<file path="config.mk">
export PLATFORM = sky130hd
export DESIGN_NAME = conv_stream_controller
export DESIGN_NICKNAME = d
export VERILOG_FILES = /design/src/rtl/convolver_pkg.sv /design/src/rtl/valid_delay_line.sv /design/src/rtl/conv_stream_controller.sv
export SDC_FILE = /design/constraint.sdc
export NUM_CORES = 1
export LEC_CHECK = 0
export ABC_CLOCK_PERIOD_IN_PS = 2050
export CORE_MARGIN = 1.5
export CORE_UTILIZATION = 55
export DETAILED_ROUTE_END_ITERATION = 12
export PLACE_DENSITY = 0.75
export SLEW_MARGIN = 20
export SYNTH_ARGS = -nofsm -noshare
export SYNTH_HDL_FRONTEND = slang
export SYNTH_SLANG_ARGS = --single-unit
</file>
<file path="constraint.sdc">
create_clock -name clk -period 2.05 [get_ports clk]
set_input_delay 0.5125 -clock clk [delete_from_list [all_inputs] [get_ports clk]]
set_output_delay 0.5125 -clock clk [all_outputs]
set_load 0.01 [all_outputs]
</file>
<file path="src/rtl/convolver_pkg.sv">
// Shared constants and FSM encoding for the 5x5 convolver and its stream controller.
package convolver_pkg;

  localparam int DATA_WIDTH  = 16;
  localparam int FRAC_BIT    = 8;
  localparam int KERNEL_SIZE = 5;
  localparam int IMAGE_SIZE  = 28;
  localparam int OUT_SIZE    = IMAGE_SIZE - KERNEL_SIZE + 1;

  typedef enum logic [1:0] {
    IDLE   = 2'd0,
    STREAM = 2'd1,
    DRAIN  = 2'd2,
    DONE   = 2'd3
  } state_t;

endpackage

</file>
<file path="src/rtl/valid_delay_line.sv">
// Fixed-depth shift register that keeps result tags aligned with the datapath latency.
module valid_delay_line #(
  parameter int DEPTH = 3,
  parameter int WIDTH = 11
) (
  input  logic             clk,
  input  logic             reset,
  input  logic [WIDTH-1:0] entry,
  output logic [WIDTH-1:0] last_stage
);

  logic [WIDTH-1:0] stage [DEPTH];

  // The datapath is free-running, so this advances every cycle whether or not a pixel moved.
  always_ff @(posedge clk or negedge reset) begin
    if (!reset) begin
      for (int i = 0; i < DEPTH; i++) begin
        stage[i] <= '0;
      end
    end else begin
      stage[0] <= entry;
      for (int i = 1; i < DEPTH; i++) begin
        stage[i] <= stage[i-1];
      end
    end
  end

  assign last_stage = stage[DEPTH-1];

endmodule

</file>
<file path="src/rtl/conv_stream_controller.sv">
// Frame sequencer for the 5x5 convolver: pixel handshake, raster position tracking,
// and tagging of datapath results whose window lies fully inside the image.
module conv_stream_controller #(
  parameter int KERNEL_SIZE = convolver_pkg::KERNEL_SIZE,
  parameter int IMAGE_SIZE  = convolver_pkg::IMAGE_SIZE,
  parameter int DP_LATENCY  = 3,
  parameter int CNT_W       = $clog2(IMAGE_SIZE)
) (
  input  logic             clk,
  input  logic             reset,
  input  logic             start,
  input  logic             in_valid,
  output logic             in_ready,
  output logic             write,
  output logic             out_valid,
  output logic [CNT_W-1:0] out_row,
  output logic [CNT_W-1:0] out_col,
  output logic             busy,
  output logic             done
);

  import convolver_pkg::state_t;
  import convolver_pkg::IDLE;
  import convolver_pkg::STREAM;
  import convolver_pkg::DRAIN;
  import convolver_pkg::DONE;

  localparam int DRAIN_W = (DP_LATENCY > 1) ? $clog2(DP_LATENCY) : 1;
  localparam int TAG_W   = 1 + 2 * CNT_W;

  localparam logic [CNT_W-1:0]   LAST_POS  = CNT_W'(IMAGE_SIZE - 1);
  localparam logic [CNT_W-1:0]   EDGE      = CNT_W'(KERNEL_SIZE - 1);
  localparam logic [DRAIN_W-1:0] DRAIN_END = DRAIN_W'(DP_LATENCY - 1);

  state_t             state;
  state_t             next_state;
  logic [CNT_W-1:0]   row;
  logic [CNT_W-1:0]   col;
  logic [DRAIN_W-1:0] drain_cnt;
  logic               last_beat;
  logic               win;
  logic [TAG_W-1:0]   tag_in;
  logic [TAG_W-1:0]   tag_out;

  assign write     = in_valid & in_ready;
  assign last_beat = write && (row == LAST_POS) && (col == LAST_POS);
  assign win       = (row >= EDGE) && (col >= EDGE);

  always_ff @(posedge clk or negedge reset) begin
    if (!reset) begin
      state <= IDLE;
    end else begin
      state <= next_state;
    end
  end

  always_comb begin
    next_state = state;
    unique case (state)
      IDLE:    if (start) next_state = STREAM;
      STREAM:  if (last_beat) next_state = DRAIN;
      DRAIN:   if (drain_cnt == DRAIN_END) next_state = DONE;
      DONE:    next_state = IDLE;
      default: next_state = IDLE;
    endcase
  end

  always_comb begin
    in_ready = 1'b0;
    busy     = 1'b0;
    done     = 1'b0;
    unique case (state)
      STREAM:  begin in_ready = 1'b1; busy = 1'b1; end
      DRAIN:   busy = 1'b1;
      DONE:    done = 1'b1;
      default: ;
    endcase
  end

  // Position of the pixel being accepted; a full frame wraps both counters back to zero.
  always_ff @(posedge clk or negedge reset) begin
    if (!reset) begin
      row <= '0;
      col <= '0;
    end else if (state == IDLE && start) begin
      row <= '0;
      col <= '0;
    end else if (write) begin
      if (col == LAST_POS) begin
        col <= '0;
        row <= (row == LAST_POS) ? '0 : row + 1'b1;
      end else begin
        col <= col + 1'b1;
      end
    end
  end

  always_ff @(posedge clk or negedge reset) begin
    if (!reset) begin
      drain_cnt <= '0;
    end else if (state != DRAIN) begin
      drain_cnt <= '0;
    end else begin
      drain_cnt <= drain_cnt + 1'b1;
    end
  end

  // Coordinates ride along only with valid windows so out_row/out_col read zero otherwise.
  always_comb begin
    tag_in = '0;
    if (write && win) begin
      tag_in = {1'b1, row - EDGE, col - EDGE};
    end
  end

  valid_delay_line #(
    .DEPTH(DP_LATENCY),
    .WIDTH(TAG_W)
  ) u_valid_delay_line (
    .clk       (clk),
    .reset     (reset),
    .entry     (tag_in),
    .last_stage(tag_out)
  );

  assign out_valid = tag_out[TAG_W-1];
  assign out_row   = tag_out[2*CNT_W-1:CNT_W];
  assign out_col   = tag_out[CNT_W-1:0];

endmodule

</file>
Word level (Yosys, flattened, before mapping)
Index checks and enable logic that the tools add are counted.
{"block": "totals", "out_inout_bits": 15, "reg_bits": 47}
{"block": "classes", "n_reduce_logical": 11, "n_mux": 16, "eq_ne": 10, "n_lt_le_gt_ge": 2, "n_addsub": 5, "n_bitwise": 1}
{"cell": "$mux W5", "count": 7}
{"cell": "$mux W11", "count": 1}
{"cell": "$add A5 B1 Y5 const B", "count": 2}
{"cell": "$eq A5 B5 Y1 const B", "count": 2}
{"cell": "$ge A5 B3 Y1 const B", "count": 2}
{"cell": "$sub A5 B3 Y5 const B", "count": 2}
{"cell": "$mux W2", "count": 4}
{"cell": "$ne A2 B2 Y1 const B", "count": 4}
{"cell": "$pmux W2 S4", "count": 1}
{"cell": "$eq A2 B2 Y1 const B", "count": 3}
{"cell": "$logic_and A1 B1 Y1", "count": 5}
{"cell": "$reduce_bool A2 Y1", "count": 2}
{"cell": "$mux W1", "count": 3}
{"cell": "$reduce_and A3 Y1", "count": 1}
{"cell": "$add A2 B1 Y2 const B", "count": 1}
{"cell": "$eq A2 B1 Y1 const B", "count": 1}
{"cell": "$logic_not A2 Y1", "count": 1}
{"cell": "$reduce_and A2 Y1", "count": 1}
{"cell": "$reduce_or A2 Y1", "count": 1}
{"cell": "$and A1 B1 Y1", "count": 1}

Longest topological paths before layout
{"block": "depth", "ltp_word": 7, "depth_mapped": 7}

Hierarchy
Synthesis repeated with hierarchy kept, for this count alone.
{"block": "unflattened", "hier_cells": 159, "hier_area_um2": 1913.1}
{"mod": "conv_stream_controller", "instances": 1, "area_each_um2": 1004.7, "seq_area_each_um2": 350.3, "cells_per_inst": 115}
{"mod": "valid_delay_line", "instances": 1, "area_each_um2": 908.4, "seq_area_each_um2": 825.8, "cells_per_inst": 44}

Worst setup path before layout
OpenSTA, ideal clock, no wires.
{"block": "synth_path", "path_kind": "register -> register", "startpoint": "register col[2]", "endpoint": "register state[1]", "setup_slack_ns": 0.269, "setup_time_ns": 0.128, "stages_incl_launch_ff": 7, "t_arrival_ns": 1.653, "synth_period_minus_slack_ns": 1.781, "required_ns": 1.922, "path_cell_list": "dfrtp_1 -> inv_1 -> ha_1 -> and3_4 -> nand3_2 -> a222oi_1 -> mux2_1"}
{"block": "synth_between", "elab_chain_cells": 4}
{"element": "from (decl)", "line_no": "conv_stream_controller.sv:38", "source": "logic [CNT_W-1:0] col;"}
{"element": "from (signal assigned)", "line_no": "conv_stream_controller.sv:93", "source": "col <= col + 1'b1;"}
{"element": "$eq A5 B5 Y1", "line_no": "conv_stream_controller.sv:46", "source": "assign last_beat = write && (row == LAST_POS) && (col == LAST_POS);"}
{"element": "$logic_and A1 B1 Y1", "line_no": "conv_stream_controller.sv:46"}
{"element": "$ne A2 B2 Y1 (no line)"}
{"element": "$reduce_and A3 Y1 (no line)"}
{"element": "to (signal assigned)", "line_no": "conv_stream_controller.sv:53", "source": "state <= next_state;"}
{"element": "to (decl)", "line_no": "conv_stream_controller.sv:35", "source": "state_t state;"}
No other way between the ends.
A chain may end at the register's enable or synchronous reset.

Worst setup path in the final report
{"block": "layout_path", "startpoint": "register state[0]", "endpoint": "output write"}
{"block": "layout_between", "elab_chain_cells": 3}
{"element": "$eq A2 B1 Y1", "line_no": "conv_stream_controller.sv:72", "source": "unique case (state)"}
{"element": "$mux W1", "line_no": "conv_stream_controller.sv:72"}
{"element": "$and A1 B1 Y1", "line_no": "conv_stream_controller.sv:45", "source": "assign write = in_valid & in_ready;"}
{"element": "to (decl)", "line_no": "conv_stream_controller.sv:14", "source": "output logic write,"}
No other way between the ends.

==> run metrics <==
Worst setup SP type=flip-flop; CTS sink count=between 40 and 50; Seq/Total Area, Yosys=between 60% and 70%; power per cell area=between 900 and 1000 nW/um^2; CTS clock-pin slew for the worst setup and hold paths=0.13 ns; worst skew pair latency=~0.36 ns; fin crit period=between 1.5 and 2 ns; fin crit share=between 90% and 100%; EDFF count, synth=0; cell family with the largest share of critical-path delay=buffers and inverters; CTS Root Buffer Type=clkbuf_4; crit-path cells=buf_4 -> ha_4 -> nand2_2 -> inv_2 -> dlygate4sd2_1; I/O Pins=19; total CTS buffers=5; Fin. Hold Viols=0; Hold Buf Count CTS=0; Final #Nets=around 200; Peak VDD IR=between 500 and 600 uV; ys flop type=dfrtp_1; Post-Place Worst Slack=-0.115 ns; initial core utilization=56.9%; Max-Cap Viols=0; drt initial violations=28; layout cells sized above 1=between 15 and 20%; DRC=0; Die Ht=61.8 um; measured slew at the worst slew-check pin=0.562 ns; Final ANT Viol Nets=0; CTS tree=yes; core region area=between 3000 and 4000 um^2; final RePlAce weighted congestion=0.861; DRT Wirelength=just under 3 mm; routed vias=about 1,200; P_leak=0.00110 uW; vias in the first global route=about 1,100; flops & latches, synth=47; crit-path max FO=4; Port-buffer cells=18; run status=complete, no violations; Crit path largest cell delay=roughly 0.4 ns; Worst setup EP type=output port; Mapped Area=~1900 um^2; Worst EP arrival=about 1.5 ns; post-route cell area=~2200 um^2; Post-DP Area=approximately 2100 um^2; Hold WC Path Type=input pin to async pin; max-slew violations=0; Via density=around 5.2; Slew Limit Headroom=roughly 63%; Setup CP Type=flip-flop to output port; most frequent cells in the layout=47 x dfrtp_1, 16 x nor2_1, 16 x ha_1, 13 x inv_1, 13 x clkdlybuf4s50_1; commonest non-fill, non-tap cell in the layout=dfrtp_1; initial antenna violation count=0; pin count of the biggest net entering global routing=25; Crit path required time=1.54 ns; Pre-Repair DR Iteration Count=4; post-synth top area cell=dfrtp_1; full die area=around 3800 um^2; Min Hold Slack=roughly 0.12 ns; CP bufs+invs=3; clock buffer depth=2; Post-Synthesis Cells=around 160; Inserted Diodes=0; top cell type's share of synthesized area=about three fifths; H-Tree Depth=2; grt ovf=0; die width=about 62 um; Clock Skews=roughly 0.011 ns; Total GRT Usage=about 18%; Area contributors post-synth=dfrtp_1 62%, ha_1 11%, buf_4 4.0%, nor2_1 3.2%, inv_1 2.8%; global-route wire length before repair=approximately 4.8 mm; Net Count, Synth=179; DP Wirelength=about 2 mm; Synth cell types=29; Setup TNS=0 ns; setup slack after layout=roughly 0.077 ns; CP max stage cell=dfrtp_1; WL/cell=about 13 um; Mean Syn Cell Area=about 12 um^2; Post-synth ARST share=100%; Rows=21; Yosys warning count=0; Area Overhead vs Synth=17.1%; final setup vio count=0; Max Fclk=0.507 GHz
## cell families (layout without fill, tap and decap cells)
logic type	Yosys count	count (layout)	synth area share (%)
AOI/OAI and AO/OA	19	19	5.99
xor gates and xnor gates	2	2	0.922
adders and majority gates	17	17	11.2
DFF	47	47	61.9
buffers and inverters	27	52	7.31
muxes	2	2	1.12
and+or+nand+nor	44	44	11.5
## worst register-to-register path, cell delays in order, from the launching register on
cell      delay [ns]
dfrtp_1         0.43
inv_1           0.13
ha_1            0.16
and3_2          0.23
nand3_2         0.10
a222oi_1        0.42
mux2_1          0.36
## final timing paths
kind | from | end | slack, ns | cells past startpoint
setup / recovery | state[0] | write | 0.08 | 5
hold / removal | reset | u_valid_delay_line.last_stage[5] | 0.12 | 1
setup reg to reg | row[2] | state[1] | 0.13 | 6
hold reg to reg | u_valid_delay_line.stage[19] | u_valid_delay_line.last_stage[8] | 0.35 | 0
max in group asynchronous | reset | u_valid_delay_line.last_stage[3] | 1.42 | 2
min in group clk | u_valid_delay_line.stage[19] | u_valid_delay_line.last_stage[8] | 0.35 | 0
## per-stage QoR
stage | total power (uW) | cells | util (%)
floorplan | 1480 | 158 | -
global placement | 1610 | 216 | 63.1
detailed placement | 1650 | 216 | 63.1
CTS | 2110 | 227 | 65.8
global route | 2220 | 229 | 66.7
finish | 2090 | 229 | 66.7
## cell type report
type	count	area [um^2]
inverter	15	56.3
sequential	47	1180
fill	257	1110
timing repair buffer	29	267
clock buffer	6	51.3
clock inverter	2	16.3
tap	46	57.6
multi-input combinational	84	601
## where the power goes
| part | internal, uW | total, uW | switching [uW] | leakage (uW) |
|---|---|---|---|---|
| registers | 1100 | 1180 | 86.5 | 0.000623 |
| clock network | 169 | 459 | 290 | 0.0000345 |
| logic | 212 | 444 | 232 | 0.000447 |
| total | 1480 | 2090 | 609 | 0.00110 |
## flip-flops by register name, indices dropped and copies added (netlist names)
| register | flops |
|---|---|
| col | 5 |
| drain_cnt | 2 |
| row | 5 |
| state | 2 |
| u_valid_delay_line.last_stage | 11 |
| u_valid_delay_line.stage | 22 |
## cell usage after synthesis (2+ instances only)
| master | instances |
|---|---|
| inv_1 | 14 |
| clkbuf_1 | 2 |
| ha_1 | 17 |
| and3_1 | 2 |
| or3_1 | 2 |
| a2111oi_0 | 2 |
| a31oi_1 | 2 |
| nor2b_1 | 2 |
| a21oi_1 | 10 |
| xnor2_1 | 2 |
| o21ai_0 | 3 |
| nand3_1 | 4 |
| nor3_1 | 2 |
| dfrtp_1 | 47 |
| nor2_1 | 16 |
| nand2_1 | 9 |
| buf_4 | 10 |
## layer usage
metal / vias up / GRT usage (%) / routed length, um
li1: 567 / - / -
met1: 578 / 20.1 / 1160
met2: 39 / 31.0 / 1510
met3: 10 / 4.14 / 149
met4: 0 / 11.6 / 78
met5: - / 0 / 0
## timing repair
action / 4_1_cts / 5_1_grt
pin swaps: 0 / 1
hold endpoints to repair: 0 / 0
resized for setup: 5 / 5
endpoints found under the setup margin: 3 / 3
buffers inserted: 3 / 2
(Power assumes the default switching activity.)
